**config.mk**
```make
export PLATFORM = sky130hd
export DESIGN_NAME = dsdmnist_resultbuf_arbiter
export DESIGN_NICKNAME = d
export VERILOG_FILES = /design/src/rtl/dsdmnist_resultbuf_arbiter.sv
export SDC_FILE = /design/constraint.sdc
export NUM_CORES = 1
export LEC_CHECK = 0
export CAP_MARGIN = 20
export CORE_AREA = 2 2 108 110
export DETAILED_ROUTE_END_ITERATION = 12
export DIE_AREA = 0 0 110 112
export PLACE_DENSITY = 0.8
export SETUP_SLACK_MARGIN = 0.5
export SYNTH_ARGS = -nofsm -noshare
export SYNTH_HDL_FRONTEND = slang
export SYNTH_SLANG_ARGS = --single-unit
```
**constraint.sdc**
```tcl
create_clock -name i_CLK -period 4.35 [get_ports i_CLK]
set_input_delay 0.87 -clock i_CLK [delete_from_list [all_inputs] [get_ports i_CLK]]
set_output_delay 0.87 -clock i_CLK [all_outputs]
set_load 0.01 [all_outputs]
```
**src/rtl/dsdmnist_resultbuf_arbiter.sv**
```systemverilog
// Single-port result-buffer arbiter: accelerator owns the RAM combinationally, host reads fill idle cycles (ACK 2 cycles after issue).
// Accelerator writes are snooped to emit a per-image argmax strobe one cycle after the class-9 write and flag out-of-order addresses.
module dsdmnist_resultbuf_arbiter #(
    parameter int IMGNUM = 10,
    localparam int OAW = $clog2(IMGNUM*10),
    localparam int IIW = $clog2(IMGNUM)
) (
    input  logic            i_CLK,
    input  logic            i_RST,
    input  logic            i_ACC_EN,
    input  logic            i_ACC_WE,
    input  logic [OAW-1:0]  i_ACC_ADDR,
    input  logic [31:0]     i_ACC_DATA,
    input  logic            i_HOST_REQ,
    input  logic [OAW-1:0]  i_HOST_ADDR,
    output logic            o_HOST_ACK,
    output logic [31:0]     o_HOST_DATA,
    output logic            o_RAM_EN,
    output logic            o_RAM_WE,
    output logic [OAW-1:0]  o_RAM_ADDR,
    output logic [31:0]     o_RAM_DATA,
    input  logic [31:0]     i_RAM_DOUT,
    output logic            o_CLS_VALID,
    output logic [IIW-1:0]  o_CLS_IMG,
    output logic [3:0]      o_CLS_DIGIT,
    output logic            o_SEQ_ERR
);

    localparam int NADDR = IMGNUM*10;

    typedef enum logic [1:0] {
        ST_IDLE,
        ST_RD,
        ST_ACK
    } host_st_e;

    host_st_e       st_q;
    logic           ack_q;
    logic [31:0]    hdata_q;
    logic           host_go;

    // Host only issues from IDLE in a cycle the accelerator leaves free; held off during reset.
    assign host_go = (st_q == ST_IDLE) && i_HOST_REQ && !i_ACC_EN && !i_RST;

    always_comb begin
        o_RAM_EN   = 1'b0;
        o_RAM_WE   = 1'b0;
        o_RAM_ADDR = '0;
        o_RAM_DATA = i_ACC_DATA;
        if (i_ACC_EN) begin
            o_RAM_EN   = 1'b1;
            o_RAM_WE   = i_ACC_WE;
            o_RAM_ADDR = i_ACC_ADDR;
        end else if (host_go) begin
            o_RAM_EN   = 1'b1;
            o_RAM_ADDR = i_HOST_ADDR;
        end
    end

    always_ff @(posedge i_CLK or posedge i_RST) begin
        if (i_RST) begin
            st_q    <= ST_IDLE;
            ack_q   <= 1'b0;
            hdata_q <= '0;
        end else begin
            ack_q <= 1'b0;
            unique case (st_q)
                ST_IDLE: if (host_go) st_q <= ST_RD;
                ST_RD: begin
                    hdata_q <= i_RAM_DOUT;
                    ack_q   <= 1'b1;
                    st_q    <= ST_ACK;
                end
                ST_ACK:  st_q <= ST_IDLE;
                default: st_q <= ST_IDLE;
            endcase
        end
    end

    assign o_HOST_ACK  = ack_q;
    assign o_HOST_DATA = hdata_q;

    logic [OAW-1:0]     exp_q, exp_d;
    logic [3:0]         cls_q, cls_d;
    logic [IIW-1:0]     img_q, img_d;
    logic signed [31:0] max_q, max_d;
    logic [3:0]         idx_q, idx_d;
    logic               clsv_q, clsv_d;
    logic [IIW-1:0]     clsimg_q, clsimg_d;
    logic [3:0]         clsdig_q, clsdig_d;
    logic               err_q, err_d;
    logic               acc_wr;
    logic               gt;

    assign acc_wr = i_ACC_EN & i_ACC_WE;
    assign gt     = $signed(i_ACC_DATA) > max_q;

    always_comb begin
        exp_d    = exp_q;
        cls_d    = cls_q;
        img_d    = img_q;
        max_d    = max_q;
        idx_d    = idx_q;
        clsv_d   = 1'b0;
        clsimg_d = clsimg_q;
        clsdig_d = clsdig_q;
        err_d    = err_q;
        if (acc_wr) begin
            if (i_ACC_ADDR != exp_q) err_d = 1'b1;
            exp_d = (exp_q == OAW'(NADDR-1)) ? '0 : exp_q + OAW'(1);
            // Strict compare keeps the lowest class on ties; class 0 always seeds the running max.
            if ((cls_q == 4'd0) || gt) begin
                max_d = i_ACC_DATA;
                idx_d = cls_q;
            end
            if (cls_q == 4'd9) begin
                clsv_d   = 1'b1;
                clsimg_d = img_q;
                clsdig_d = gt ? 4'd9 : idx_q;
                cls_d    = 4'd0;
                img_d    = (img_q == IIW'(IMGNUM-1)) ? '0 : img_q + IIW'(1);
            end else begin
                cls_d = cls_q + 4'd1;
            end
        end
    end

    always_ff @(posedge i_CLK or posedge i_RST) begin
        if (i_RST) begin
            exp_q    <= '0;
            cls_q    <= '0;
            img_q    <= '0;
            max_q    <= '0;
            idx_q    <= '0;
            clsv_q   <= 1'b0;
            clsimg_q <= '0;
            clsdig_q <= '0;
            err_q    <= 1'b0;
        end else begin
            exp_q    <= exp_d;
            cls_q    <= cls_d;
            img_q    <= img_d;
            max_q    <= max_d;
            idx_q    <= idx_d;
            clsv_q   <= clsv_d;
            clsimg_q <= clsimg_d;
            clsdig_q <= clsdig_d;
            err_q    <= err_d;
        end
    end

    assign o_CLS_VALID = clsv_q;
    assign o_CLS_IMG   = clsimg_q;
    assign o_CLS_DIGIT = clsdig_q;
    assign o_SEQ_ERR   = err_q;

endmodule

```
==> reports/metrics.cfg, run 1 <==
[status]
status=finished, final reports clean

[critical_path]
critPathLaunchType=input pin
crit_fanout=5
crit_arrival_ns=2.70
worstSetupPathType=input pin to output pin
required_ns=3.48
r2r_start=max_q[11]$_DFFE_PP0P_
cp-startpoint=i_RST
timing.rr.end=max_q[20]$_DFFE_PP0P_
reg2reg_depth=9
critPathCaptureType=output pin
endpoint=o_RAM_ADDR[0]
rrSetupSlack_ns=1.77

[global_route]
grt_overflow=0
antenna_found_initial=0
grt_usage_pct=18.8
grt_max_degree=84
grt_pass1_wl_um=18500
grt_pass1_vias=3844

[routing]
drt_iter0_drc=81
vias_per_cell=5.09
routedWlPerCell_um=15.5
drcViolationCount=0
num_vias=3673
drt_first_pass_iters=4
finalWirelength_um=11200
ant_nets=0

[placed_design]
hpwl_um=8510
gp_congestion=0.791
port_buffers=166

[power]
powerDensity_mw_per_mm2=522
ir_drop_mv=0.268
p_leak_uw=0.00316
finalPower_uw=3630

[sta]
fin_setup_tns_ns=0
worst_pin_slew_ns=0.474
fmax_mhz=280
relSlewSlack_pct=68.2
setup_viol=0
finalHoldViolations=0
period_needed_ns=3.57
finalMaxSlewViolations=0
fin_crit_sh_pct=82.1
rsz0062_at_grt=false
fin_skew_ns=0.00670

[run]
maxCapViolCount=0

[synth]
synth_edf_count=0
post-synth-top-count-cell=dfrtp_1
synth_ff_type=dfrtp_1
synth_largest_area_cell=dfrtp_1
synth_area_mm2=0.00507
syn_avg_cell_area_um2=11.7
yosysTopAreaCellShare_pct=47.4
ys_top_cells_by_count=dfrtp_1, mux2_2, inv_1
yosysUniqueCellTypes=45
yosys_register_bits=96
postSynthNetCount=548
seq_area_frac_synth_pct=47.4
async_flop_share_pct=100
synthTopCellsByArea=dfrtp_1, mux2_2, ha_1
yosys_warnings=0
syn-instance-count=432

[clock_network]
cts_buffers=9
clkLatencyLatePin_ns=0.34
cts_buffer_depth=2
cts-resized-gates=0
clock-sinks=96
htreeDepth=3
post_cts.repair.setup_buffers=0
cts_root_buf=clkbuf_16
cts_hold_buf=0
cts_tree=yes
clkTransAtPathRegs_ns=0.07

[floorplan]
core_area_mm2=0.0112
start_util_pct=45.4
fp.dieH_um=112
die-area_mm2=0.0123
ios=167
dieWidth_um=110
rows=39

[worst_hold_path]
hold_path_class=register to register

[layout]
nets=690
multiInputGateArea_mm2=0.00222
diodes=0
regArea_mm2=0.00240
area_growth_pct=37.2
n_fill_cell=904
drive_gt1_share_pct=16.9

-- cell type report --
class / instances / share of cell area (%)
clock inverter: 5 / 0.594
tap: 143 / 2.57
clock buffer: 11 / 3.35
sequential: 96 / 34.5
multi-input combinational: 256 / 31.9
inverter: 38 / 2.09
timing repair buffer: 173 / 24.9
-- critical path, stage by stage --
cell and delay (ns):
clkdlybuf4s50_1 0.48, nor2_1 0.13, nand2_1 0.08, nor3_2 0.28, buf_4 0.21, a22o_1 0.12, clkdlybuf4s50_1 0.53
-- metal layers --
| metal | GRT usage (%) | wire length, um |
|---|---|---|
| met1 | 24.7 | 4860 |
| met3 | 3.22 | 840 |
| met4 | 6.16 | 168 |
| met2 | 31.2 | 5330 |
| met5 | 0 | 0 |
-- where the power goes --
part           internal [uW]  switching [uW]
logic                    851             616
clock network            392             341
registers               1210             222
-- kinds of logic (layout without fill, tap and decap cells) --
logic type	Yosys count	after routing	share of synthesized area, %
DFF	96	96	47.4
and+or+nand+nor	82	82	8.37
buffers and inverters	80	227	8.96
muxes	65	65	16.3
AOI/OAI and AO/OA	63	63	8.56
adders and majority gates	33	33	8.14
xor gates and xnor gates	13	13	2.25
-- sequential cells by signal, summed over array words and instances, names as in the netlist, 2 cells and up --
signal / count
max_q: 32
o_CLS_IMG: 4
o_HOST_DATA: 32
st_q: 2
cls_q: 4
exp_q: 7
idx_q: 4
o_CLS_DIGIT: 4
img_q: 4
-- through the flow --
step           util (%)  instance area, um^2  worst slack [ns]  hold WS, ns  cells
2_1_floorplan         -                 5070             0.975        0.426    432
3_3_place_gp       59.5                 6650             0.650        0.443    705
3_5_place_dp       59.5                 6650             0.605        0.454    705
4_1_cts            62.0                 6920             0.589        0.469    721
5_1_grt            62.2                 6960             0.666        0.494    722
6_report           62.2                 6960             0.780        0.464    722
-- worst min path at each step --
stage	startpoint	to	slack, ns	cells after the start
2_1_floorplan	st_q[1]$_DFFE_PP0P_	st_q[1]$_DFFE_PP0P_	0.43	1
3_3_place_gp	o_SEQ_ERR$_DFFE_PP0P_	o_SEQ_ERR$_DFFE_PP0P_	0.44	1
3_5_place_dp	o_SEQ_ERR$_DFFE_PP0P_	o_SEQ_ERR$_DFFE_PP0P_	0.45	1
4_1_cts	o_SEQ_ERR$_DFFE_PP0P_	o_SEQ_ERR$_DFFE_PP0P_	0.47	1
5_1_grt	o_SEQ_ERR$_DFFE_PP0P_	o_SEQ_ERR$_DFFE_PP0P_	0.49	1
6_report	o_SEQ_ERR$_DFFE_PP0P_	o_SEQ_ERR$_DFFE_PP0P_	0.46	1
-- cells in the final DEF, fill, tap and decap left out, types with 3 or more instances in the layout --
cell type and instances:
nor3_1 7, clkbuf_16 9, nand4_1 9, nand2_1 29
mux2_2 38, o21ai_0 14, nand3_1 5, dfrtp_1 96
nor4_1 3, a21oi_1 17, ha_1 33, nor2_1 10
inv_1 35, clkdlybuf4s50_1 166, xnor2_1 9, a21o_1 6
xor2_1 4, buf_4 6, mux2_4 26, a22o_1 11
nor2b_1 5
No activity file was read; power rests on OpenSTA's default activity.
==> inputs of run 2 (changes only) <==
Clock period 4.35 ns to 3.5 ns, I/O delays scaled along.
==> run 2 against run 1 <==
Compared with the run above: setup slack worse by 0.23 ns; cell count is 0.97% higher; sequential power is 25% higher; largest power group unchanged.
==> reports/metrics.cfg, run 2 (synthesis gave the netlist of run 1 again) <==
[layout]
design_area_mm2=0.00705  ; +1.3%
drive_gt1_share_pct=18.9  ; +2.0 points
regArea_mm2=0.00240  ; unchanged
area_growth_pct=39.0
n_fill_cell=858  ; -5.1%
diodes=0  ; unchanged
nets=697  ; +1.0%
final_cell_mix=clkdlybuf4s50_1, dfrtp_1, mux2_2
stdcell_count=729  ; +0.97%
mostFrequentLayoutCell=clkdlybuf4s50_1
multiInputGateArea_mm2=0.00225  ; +1.2%

[routing]
drcViolationCount=0  ; unchanged
ant_nets=0  ; unchanged
drt_iter0_drc=118  ; +46%
vias_per_cell=5.09  ; about the same
drt_first_pass_iters=4  ; unchanged
finalWirelength_um=11400  ; +1.6%
num_vias=3712  ; +1.1%
routedWlPerCell_um=15.6  ; +0.61%

[clock_network]
cts_root_buf=clkbuf_16
cts_buffer_depth=2  ; unchanged
clkTransAtPathRegs_ns=0.06  ; about the same
clkLatencyLatePin_ns=0.34  ; about the same
cts_hold_buf=0  ; unchanged
htreeDepth=3  ; unchanged
cts_buffers=9  ; unchanged
cts_tree=yes
clock-sinks=96  ; unchanged

[critical_path]
worstPathCellList=clkdlybuf4s50_1 > nor2_1 > nand2_1 > nor3_2 > buf_4 > buf_4 > buf_4 > a22o_1 > dlygate4sd2_1
critical_path_buf_inv_count=5  ; +2
path_delay_family=buffers and inverters
critPathLaunchType=input pin
critPathCaptureType=output pin
crit_arrival_ns=2.25  ; -0.45 ns
required_ns=2.80  ; -0.68 ns
path_common_cell=buf_4
path_depth=9  ; +2
reg2reg_depth=9  ; unchanged
slowest_stage=clkdlybuf4s50_1
max_stage_delay_ns=0.49  ; -0.04 ns
worstSetupPathType=input pin to output pin
crit_fanout=5  ; unchanged

[global_route]
grt_pass1_vias=3773  ; -1.8%
antenna_found_initial=0  ; unchanged
met2_usage_pct=30.1  ; -1.1 points
grt_usage_pct=18.2  ; -0.54 points
gr-usage-met3_pct=3.34  ; +0.12 points
grt.met1_usage_pct=23.8  ; -0.84 points
grt.busiest_layer=met2
grt_pass1_wl_um=17800  ; -3.8%
grt_max_degree=53  ; -37%
grt_overflow=0  ; unchanged

[floorplan]
dieWidth_um=110  ; unchanged
start_util_pct=45.4  ; unchanged
die-area_mm2=0.0123  ; unchanged
core_area_mm2=0.0112  ; unchanged
ios=167  ; unchanged
fp.dieH_um=112  ; unchanged
rows=39  ; unchanged

[placed_design]
gp_congestion=0.786  ; -0.64%
port_buffers=166  ; unchanged
dp.cells=709  ; +0.57%
hpwl_um=8610  ; +1.1%
place_area_mm2=0.00671  ; +0.85%

[sta]
rsz0062_at_grt=false
finalMaxSlewViolations=0  ; unchanged
finalHoldViolations=0  ; unchanged
relSlewSlack_pct=66.9  ; -1.3 points
fin_skew_ns=0.00782  ; +0.00112 ns
setup_viol=0  ; unchanged
fin_crit_sh_pct=84.2
period_needed_ns=2.95
worst_pin_slew_ns=0.492  ; +0.0178 ns
fin_setup_tns_ns=0  ; unchanged
fmax_mhz=339

[run]
maxCapViolCount=0  ; unchanged

[power]
p_leak_uw=0.00324  ; +2.5%
ir_drop_mv=0.361  ; +35%
powerDensity_mw_per_mm2=654  ; +25%

[worst_hold_path]
hold_path_class=register to register
whs_path_depth=2  ; +1

[status]
status=finished, final reports clean

[run 2: cell types whose count changed in the layout (fill, tap and decap cells not counted), moves of 2 or more]
| cell | delta |
|---|---|
| buf_12 | +2 |
| buf_4 | +6 |
| clkbuf_1 | -2 |
| clkdlybuf4s50_1 | -9 |
| dlygate4sd2_1 | +7 |
| inv_6 | +2 |
[run 2: metrics by stage]
stage	utilization [%]	hold WS, ns	setup WS, ns	total power, uW
6_report	63.1	0.473	0.554	4610
2_1_floorplan	-	0.426	0.895	2980
4_1_cts	62.7	0.482	0.502	4620
3_3_place_gp	60.0	0.457	0.207	3560
3_5_place_dp	60.0	0.465	0.145	3660
5_1_grt	63.1	0.495	0.450	4940
[run 2: report_power, final]
| group | internal, uW | switching (uW) | total [uW] |
|---|---|---|---|
| clock network | 509 | 425 | 933 |
| logic | 1090 | 798 | 1880 |
| registers | 1510 | 288 | 1790 |
| total | 3100 | 1510 | 4610 |
[run 2: cell type report]
type                    count  share of cell area, %
clock buffers              10                   3.39
flip-flops and latches     96                   34.1
repair buffers            180                   25.3
multi-input cells         256                   31.9
inverters                  38                   2.08
clock inverters             6                  0.675
well taps                 143                   2.54
[run 2: routing by layer]
metal	wire [um]	vias up
met3	896	15
met2	5440	138
li1	-	1782
met1	4870	1777
met5	0	-
met4	168	0
[run 2: tightest hold or removal path, stage by stage (launching register included)]
cell and delay [ns]:
dfrtp_1 0.34, nand2_1 0.05, nand2_1 0.05
[run 2: worst paths after layout]
| kind | from | end | slack, ns |
|---|---|---|---|
| worst max-delay path | i_ACC_EN | o_RAM_ADDR[1] | 0.55 |
| worst min-delay path | o_CLS_IMG[2]$_DFFE_PP0P_ | o_CLS_IMG[2]$_DFFE_PP0P_ | 0.47 |
| worst max register to register | max_q[30]$_DFFE_PP0P_ | max_q[20]$_DFFE_PP0P_ | 1.03 |
| worst min register to register | o_CLS_IMG[2]$_DFFE_PP0P_ | o_CLS_IMG[2]$_DFFE_PP0P_ | 0.47 |
| max in group asynchronous | i_RST | exp_q[1]$_DFFE_PP0P_ | 2.30 |
| min in group asynchronous | i_RST | o_HOST_DATA[1]$_DFFE_PP0P_ | 0.49 |
[run 2: what timing repair did]
item	CTS	global route
gates resized for setup	9	6
gates cloned	0	0
buffers inserted	2	2
pin swaps	1	2
endpoints found under the setup margin	8	35
==> inputs of run 3 (changes only) <==
Settings changed: CORE_AREA 2 2 108 110 to 2 2 113 115, DIE_AREA 0 0 110 112 to 0 0 115 117, PLACE_DENSITY 0.8 to 0.76.
Clock period 3.5 ns to 2.7 ns, I/O delays scaled along.
==> run 3 against run 2 <==
Compared with the run above: the flow now finishes with violations (negative setup slack); first-iteration DRC count up 29%; combinational power is 70% higher; critical path depth grew 3; worst hold slack got worse by 0.085 ns; register-to-register slack got worse by 1.1 ns; total power increased by 46%.
==> reports/metrics.cfg, run 3 (synthesis gave the netlist of run 1 again) <==
[placed_design]
dp.cells=752  ; +6.1%
port_buffers=166  ; unchanged
gp_congestion=0.789  ; +0.42%
hpwl_um=9040  ; +5.0%

[power]
ir_drop_mv=0.459  ; +27%
powerDensity_mw_per_mm2=848  ; +30%
finalPower_uw=6740  ; +46%
p_leak_uw=0.00365  ; +13%

[layout]
n_fill_cell=986  ; +15%
area_growth_pct=56.9
mostFrequentLayoutCell=clkdlybuf4s50_1
diodes=0  ; unchanged
final_cell_mix=clkdlybuf4s50_1, dfrtp_1, buf_4
nets=761  ; +9.2%
drive_gt1_share_pct=34.0  ; +15 points
stdcell_count=800  ; +9.7%

[clock_network]
clkTransAtPathRegs_ns=0.07  ; about the same
clkLatencyLatePin_ns=0.34  ; about the same
cts_hold_buf=0  ; unchanged
cts_buffers=9  ; unchanged
cts_tree=yes
cts_buffer_depth=2  ; unchanged
cts_root_buf=clkbuf_16
htreeDepth=3  ; unchanged
clock-sinks=96  ; unchanged

[routing]
drt_first_pass_iters=4  ; unchanged
wl_met2_um=6580  ; +21%
wl_met3_um=615  ; -31%
highest_layer=met4
finalWirelength_um=12800  ; +13%
drt_iter0_drc=152  ; +29%
drcViolationCount=0  ; unchanged
wl_met1_um=5370  ; +10%
vias_per_cell=5.00  ; -1.8%
ant_nets=0  ; unchanged
num_vias=4000  ; +7.8%
routedWlPerCell_um=16.1  ; +2.9%

[sta]
layout_setup_ws_ns=-0.0318  ; -0.586 ns
worst_pin_slew_ns=0.616  ; +0.124 ns
finalHoldViolations=0  ; unchanged
rsz0062_at_grt=true
fmax_mhz=366
relSlewSlack_pct=58.9  ; -8.1 points
fin_hold_ws_ns=0.387  ; -0.0852 ns
fin_skew_ns=0.00732  ; -0.000500 ns
period_needed_ns=2.73
setup_viol=11  ; +11
fin_crit_sh_pct=101
fin_setup_tns_ns=-0.192  ; -0.192 ns
finalMaxSlewViolations=0  ; unchanged

[floorplan]
rows=41  ; +5.1%
ios=167  ; unchanged
die-area_mm2=0.0135  ; +9.2%
dieWidth_um=115  ; +4.5%
fp.dieH_um=117  ; +4.5%
core_area_mm2=0.0123  ; +10%
start_util_pct=41.2  ; -4.2 points

[status]
status=finished, violations left
violations=negative setup slack

[critical_path]
worstSetupPathType=register to register
crit_fanout=8  ; +3
crit_arrival_ns=2.96  ; +0.71 ns
critPathCaptureType=register
required_ns=2.93  ; +0.13 ns
critPathLaunchType=register

[global_route]
antenna_found_initial=0  ; unchanged
grt_overflow=0  ; unchanged
grt_usage_pct=18.5  ; +0.24 points
grt_pass1_vias=4132  ; +9.5%
grt_pass1_wl_um=19700  ; +11%
grt_max_degree=49  ; -7.5%

[worst_hold_path]
hold_path_class=input pin to async pin

[run]
maxCapViolCount=0  ; unchanged

-- run 3: changes by cell type in the layout (fill, tap and decap cells not counted), sizes merged --
cell	before	now
clkdlybuf4s50	157	122
dlymetal6s2s	1	0
buf	14	84
clkdlybuf4s15	1	9
dlygate4sd2	7	25
clkbuf	10	13
inv	40	41
-- run 3: cell type report --
| cell class | instances | area [um^2] | share of cell area, % |
|---|---|---|---|
| repair buffers | 244 | 2320 | 29.2 |
| clock inverters | 7 | 62.6 | 0.786 |
| inverters | 38 | 149 | 1.87 |
| clock buffers | 9 | 225 | 2.83 |
| multi-input cells | 256 | 2610 | 32.8 |
| well taps | 150 | 188 | 2.36 |
| flip-flops and latches | 96 | 2400 | 30.2 |
-- run 3: critical path: stages, from the launching register on --
cell	delay [ns]
dfrtp_1	0.35
inv_1	0.08
ha_4	0.27
nand4_1	0.23
buf_4	0.24
nor4_4	0.33
nand3_1	0.14
o31a_2	0.17
o211ai_4	0.13
buf_12	0.15
buf_6	0.10
buf_16	0.13
mux2_4	0.30
-- run 3: per-stage QoR --
| stage | utilization, % | worst slack [ns] | cell area, um^2 |
|---|---|---|---|
| floorplan | - | 0.384 | 5310 |
| global route | 64.6 | -0.0994 | 7960 |
| CTS | 63.9 | 0.131 | 7860 |
| global placement | 58.9 | -0.298 | 7250 |
| finish | 64.6 | -0.0318 | 7960 |
| detailed placement | 58.9 | -0.390 | 7250 |
-- run 3: per-layer routing --
layer / up-vias / GRT usage, %
li1: 1911 / -
met1: 1950 / 23.3
met2: 118 / 32.1
met3: 21 / 3.30
met4: 0 / 6.43
met5: - / 0
-- run 3: what timing repair did --
| action | in CTS | in global routing |
|---|---|---|
| hold endpoints to repair | 0 | 0 |
| setup buffers | 19 | 9 |
| pin swaps | 35 | 13 |
| gates cloned | 4 | 0 |
| endpoints found under the setup margin | 78 | 43 |
| gates resized for setup | 103 | 18 |
-- run 3: path summary, 6_finish.rpt --
| check | from | endpoint | slack (ns) | cells past startpoint |
|---|---|---|---|---|
| max | max_q[15]$_DFFE_PP0P_ | max_q[2]$_DFFE_PP0P_ | -0.03 | 12 |
| min | i_RST | o_HOST_DATA[2]$_DFFE_PP0P_ | 0.39 | 3 |
| max reg2reg | max_q[15]$_DFFE_PP0P_ | max_q[2]$_DFFE_PP0P_ | -0.03 | 12 |
| min reg2reg | o_SEQ_ERR$_DFFE_PP0P_ | o_SEQ_ERR$_DFFE_PP0P_ | 0.48 | 1 |
| max in group asynchronous | i_RST | max_q[12]$_DFFE_PP0P_ | 1.67 | 4 |
| min in group i_CLK | o_SEQ_ERR$_DFFE_PP0P_ | o_SEQ_ERR$_DFFE_PP0P_ | 0.48 | 1 |
-- run 3: power breakdown --
| part | switching, uW | internal (uW) |
|---|---|---|
| clock network | 582 | 644 |
| registers | 372 | 1950 |
| logic | 1320 | 1870 |
| total | 2270 | 4470 |
==> variant 1, RTL diff (settings of run 1) <==
Put one more register stage on the output `o_CLS_DIGIT`, with the module's reset. The value now appears one clock later. The other outputs are not delayed to match.
--- a/src/rtl/dsdmnist_resultbuf_arbiter.sv
+++ b/src/rtl/dsdmnist_resultbuf_arbiter.sv
@@ -151,7 +151,13 @@
 
     assign o_CLS_VALID = clsv_q;
     assign o_CLS_IMG   = clsimg_q;
-    assign o_CLS_DIGIT = clsdig_q;
+    always_ff @(posedge i_CLK or posedge i_RST) begin
+        if (i_RST) begin
+            o_CLS_DIGIT <= '0;
+        end else begin
+            o_CLS_DIGIT <= clsdig_q;
+        end
+    end
     assign o_SEQ_ERR   = err_q;
 
 endmodule
Check against the original RTL: no difference found for any inputs over 10 cycles, from zero or initial values and one cycle with i_RST high; that may be too few to reach the edited logic, so the function may still have changed.
==> variant 1 against run 1 <==
Area after synthesis is 0.54% lower. Die area unchanged. Sequential cell count up 4. Critical path depth fell by 2. Routed wire length down 4.9%. Core utilization rose by 0.056 points. Cell area barely moved. Combinational power fell by 10%. Setup slack lost 47 ps. Sequential share of layout area grew 1.4 points. Synthesized cell count shrank 1.9%. Power down 2.2%. Register-to-register slack worse by 330 ps. Largest cell class unchanged. Highest routed layer unchanged.
==> variant 1: results (changes against run 1) <==
Parameter                              Value

Global routing
  Combined global-route utilization of all metal layers    0.181 (-0.00648)
  Antenna violations before repair    0 (unchanged)
  Number of global-route vias before repair    3851 (+0.18%)
  Wire length of the first global-routing pass    17700 um (-4.3%)
  Largest net degree at the start of global routing    83 (-1.2%)

Route
  DR WL/cell    14.9 um (-3.8%)
  Initial detailed-routing violation count    102 (+26%)
  First-pass iteration count of the detailed router    4 (unchanged)
  Detail Route Antenna Nets    0 (unchanged)
  Post-detailed-route via-to-cell ratio    5.08 (about the same)
  Routed wire length    10600 um (-4.9%)

Power
  Peak VDD IR    0.280 mV (+4.2%)
  LEAKAGE    3.10 nW (-1.9%)

Min path
  Hold Path Class    register to register
  Worst hold start    clsdig_q[0]$_DFFE_PP0P_

STA
  Clock skew    5.66 ps (-1.04 ps)
  Remaining max-slew budget at the tightest pin    0.597 (-0.0851)

CTS
  Clk Latency, worst-skew pair    340 ps (about the same)
  Root Driver    sky130_fd_sc_hd__clkbuf_16
  Number of buffers between clock root and the deepest sink    2 (unchanged)
  Clock transition at the registers of the reported paths    70 ps (about the same)
  Clock buffers created by TritonCTS    9 (unchanged)
  Htree depth    3 (unchanged)
  Post-CTS resize count    0 (unchanged)
  Number of setup buffers added after CTS    0 (unchanged)

Setup path
  Maximum fanout along the worst path    10 (+5)
  Reg2reg start    max_q[1]$_DFFE_PP0P_
  Crit path arrival time    2750 ps (+50 ps)
  Startpoint of the most critical setup path    i_ACC_EN

Placed design
  Detailed placement HPWL    8080 um (-5.1%)
  Gpl congestion    0.759 (-4.0%)
  Count of buffers from port buffering    166 (unchanged)
  Dpl cells    697 (-1.1%)

Finish
  Diodes inserted    0 (unchanged)
  Share of layout cells above drive strength 1    0.128 (-0.0414)
  Number of nets at the end of the flow    682 (-1.2%)

Synth
  Ys Warns    0 (unchanged)
  Post-synth top cells    sky130_fd_sc_hd__dfrtp_1, sky130_fd_sc_hd__mux2_2, sky130_fd_sc_hd__inv_1
  Per-instance average area after synthesis    11.9 sq um (+1.3%)
  Async set-or-reset flop fraction in the synthesized netlist    1.00 (unchanged)
  Leading cell types by total area after synthesis    sky130_fd_sc_hd__dfrtp_1, sky130_fd_sc_hd__mux2_2, sky130_fd_sc_hd__ha_1
  Area share of the largest cell type after synthesis    0.496 (+0.0224)
  Share of synthesized area occupied by flip-flops and latches    0.496 (+0.0224)
  Syn Nets    540 (-1.5%)
  Predominant post-synthesis flop cell    sky130_fd_sc_hd__dfrtp_1
  Count of distinct cell types in the synthesized netlist    46 (+2.2%)

Outcome
  Run status    complete, no violations

Die
  Die ar.    12300 sq um (unchanged)
## variant 1: changes by cell type after synthesis, sizes merged, moves of 4 or more
cell | before | now
nand2 | 30 | 20
o2bb2ai | 0 | 4
nor2 | 10 | 5
a22o | 11 | 7
o21ai | 14 | 10
nor2b | 6 | 10
dfrtp | 96 | 100
## variant 1: worst max-delay path, cell delays in order
cell and delay, ps:
sky130_fd_sc_hd__clkdlybuf4s50_1 570, sky130_fd_sc_hd__nor4_1 420, sky130_fd_sc_hd__buf_4 220, sky130_fd_sc_hd__a22o_1 130, sky130_fd_sc_hd__clkdlybuf4s50_1 530
## variant 1: routing by layer
metal | wire [um] | track usage
met5 | 0 | 0
met4 | 138 | 0.0473
met3 | 653 | 0.0544
met2 | 5410 | 0.310
met1 | 4450 | 0.221
## variant 1: final timing paths
| path | endpoint | slack [ps] | depth (start not counted) |
|---|---|---|---|
| max in group asynchronous | o_HOST_DATA[23]$_DFFE_PP0P_ | 2570 | 4 |
| worst max-delay path | o_RAM_ADDR[0] | 730 | 5 |
| worst max register to register | max_q[25]$_DFFE_PP0P_ | 1440 | 10 |
| worst min register to register | o_CLS_DIGIT[0]$_DFF_PP0_ | 380 | 0 |
| worst min-delay path | o_CLS_DIGIT[0]$_DFF_PP0_ | 380 | 0 |
| min in group asynchronous | o_HOST_DATA[9]$_DFFE_PP0P_ | 870 | 2 |
## variant 1: logic make-up after synthesis
group | synth area share
DFF | 0.496
buffers and inverters | 0.0866
and+or+nand+nor | 0.0834
muxes | 0.152
AOI/OAI and AO/OA | 0.0777
adders and majority gates | 0.0819
xor gates and xnor gates | 0.0226
## variant 1: through the flow
step	cell area [sq um]	hold slack (ps)	util	setup WS [ps]
2_1_floorplan	5040	347	-	861
3_3_place_gp	6650	370	0.595	556
3_5_place_dp	6650	365	0.595	469
4_1_cts	6930	384	0.621	732
5_1_grt	6960	399	0.623	571
6_report	6960	380	0.623	733
## variant 1: report_power, final
| group | switching (mW) | leakage (nW) | internal, mW | total, mW |
|---|---|---|---|---|
| clock network | 0.365 | 0.139 | 0.398 | 0.763 |
| logic | 0.581 | 1.74 | 0.738 | 1.32 |
| registers | 0.210 | 1.21 | 1.26 | 1.47 |
## variant 1: cell type report
type                    instances  area (sq um)
inverters                      35           134
clock buffers                   9           225
flip-flops and latches        100          2500
fillers                       897          4210
clock inverters                 7          61.3
well taps                     143           179
repair buffers                174          1750
multi-input cells             246          2110
==> variant 2, RTL diff (flow settings as in run 1) <==
Without the edit above. Set the parameter `IMGNUM` to 20 (it was 10).
--- a/src/rtl/dsdmnist_resultbuf_arbiter.sv
+++ b/src/rtl/dsdmnist_resultbuf_arbiter.sv
@@ -1,7 +1,7 @@
 // Single-port result-buffer arbiter: accelerator owns the RAM combinationally, host reads fill idle cycles (ACK 2 cycles after issue).
 // Accelerator writes are snooped to emit a per-image argmax strobe one cycle after the class-9 write and flag out-of-order addresses.
 module dsdmnist_resultbuf_arbiter #(
-    parameter int IMGNUM = 10,
+    parameter int IMGNUM = 20,
     localparam int OAW = $clog2(IMGNUM*10),
     localparam int IIW = $clog2(IMGNUM)
 ) (
Interface: changed (resized i_ACC_ADDR, i_HOST_ADDR, o_CLS_IMG and o_RAM_ADDR); port bits go from 167 to 171. No check against the original RTL was run, so the function may have changed too.
==> variant 2 against run 1 <==
Area after synthesis increased by 1.2%. Critical endpoint is now max_q[1]$_DFFE_PP0P_. Power decreased by 1.4%. Maximum frequency increased by 0.56%. Sequential cell count increased by 3. Routed wire length increased by 2.1%. Cell area increased by 1.6%. Setup slack improved by 20 ps.
==> variant 2: results (changes against run 1) <==
Parameter                              Value

Setup path
  Delay contributed by the slowest stage of the critical path    460 ps (-70 ps)
  Crit path arrival time    3780 ps (+1080 ps)
  Setup slack of the worst register-to-register path    1430 ps (-340 ps)
  Cell type group with the largest total delay on the critical path    simple AND/OR/NAND/NOR gates
  Maximum fanout along the worst path    7 (+2)

Finish
  End-of-flow core utilization    0.633 (+0.0101)
  Share of layout cells above drive strength 1    0.122 (-0.0468)
  Number of nets at the end of the flow    711 (+3.0%)
  Filler cells    894 (-1.1%)

Synth
  Share of synthesized area occupied by flip-flops and latches    0.483 (+0.00920)
  Syn Nets    565 (+3.1%)
  Count of distinct cell types in the synthesized netlist    44 (-2.2%)
  Leading cell types by total area after synthesis    sky130_fd_sc_hd__dfrtp_1, sky130_fd_sc_hd__ha_1, sky130_fd_sc_hd__mux2_2
  Post-synth top cells    sky130_fd_sc_hd__dfrtp_1, sky130_fd_sc_hd__nand2_1, sky130_fd_sc_hd__inv_1

Power
  Switching power as a share of total power    0.327 (+0.00261)
  LEAKAGE    3.14 nW (-0.59%)
  Peak VDD IR    0.361 mV (+35%)

Placed design
  Total placed instance area    6790 sq um (+2.1%)
  Count of buffers from port buffering    170 (+2.4%)
  Gpl congestion    0.753 (-4.8%)
  Detailed placement HPWL    8790 um (+3.2%)

Global routing
  Number of global-route vias before repair    3929 (+2.2%)
  Largest net degree at the start of global routing    60 (-29%)
  Combined global-route utilization of all metal layers    0.194 (+0.00649)
  Wire length of the first global-routing pass    18600 um (+0.78%)

Outcome
  Run status    complete, no violations

Min path
  Hold Path Class    register to register

Route
  DR vias    3791 (+3.2%)
  DR WL/cell    15.5 um (-0.24%)
  Initial detailed-routing violation count    130 (+60%)

CTS
  Clock transition at the registers of the reported paths    70 ps (about the same)
  Number of buffers between clock root and the deepest sink    2 (unchanged)
  Clock buffers created by TritonCTS    9 (unchanged)

STA
  Clock skew    6.20 ps (-0.501 ps)
  Actual slew at the worst max-slew pin    728 ps (+254 ps)
==> variant 2: area by class of cell <==
cell class | count | area share
clock buffers | 9 | 0.0319
clock inverters | 6 | 0.00797
inverters | 38 | 0.0205
multi-input cells | 265 | 0.312
flip-flops and latches | 99 | 0.351
well taps | 143 | 0.0253
repair buffers | 179 | 0.252
==> variant 2: logic make-up after synthesis <==
family,synth area share
AOI/OAI and AO/OA,0.0842
adders and majority gates,0.0829
muxes,0.148
DFF,0.483
xor gates and xnor gates,0.0256
buffers and inverters,0.0878
and+or+nand+nor,0.0886
==> variant 2: routing by layer <==
metal	global-route usage	routed length, um	share of wire	vias to the layer above
met4	0.0599	180	0.016	0
met1	0.217	4460	0.39	1831
met2	0.339	5900	0.52	131
met3	0.0726	885	0.077	16
li1	-	-	-	1813
met5	0	0	0	-
==> variant 2: path summary, 6_finish.rpt <==
path,cells past startpoint,startpoint,end
setup / recovery,10,i_ACC_DATA[31],max_q[1]$_DFFE_PP0P_
setup reg to reg,10,max_q[31]$_DFFE_PP0P_,max_q[1]$_DFFE_PP0P_
max in group asynchronous,3,i_RST,o_HOST_DATA[25]$_DFFE_PP0P_
hold reg to reg,1,st_q[1]$_DFFE_PP0P_,st_q[1]$_DFFE_PP0P_
hold / removal,1,st_q[1]$_DFFE_PP0P_,st_q[1]$_DFFE_PP0P_
min in group asynchronous,2,i_RST,img_q[2]$_DFFE_PP0P_
==> variant 2: power groups by stage <==
stage / Clock (mW) / Sequential (mW) / Combinational [mW]
floorplan: 0 / 1.45 / 0.833
global placement: 0 / 1.44 / 1.32
detailed placement: 0 / 1.46 / 1.38
CTS: 0.786 / 1.45 / 1.39
global route: 0.823 / 1.49 / 1.53
finish: 0.764 / 1.45 / 1.37
==> variant 2: stage by stage <==
step | setup slack, ps | cells | hold WS (ps)
finish | 800 | 739 | 479
floorplan | 890 | 446 | 426
detailed placement | 428 | 724 | 460
global placement | 580 | 724 | 457
global route | 608 | 739 | 501
CTS | 810 | 739 | 482
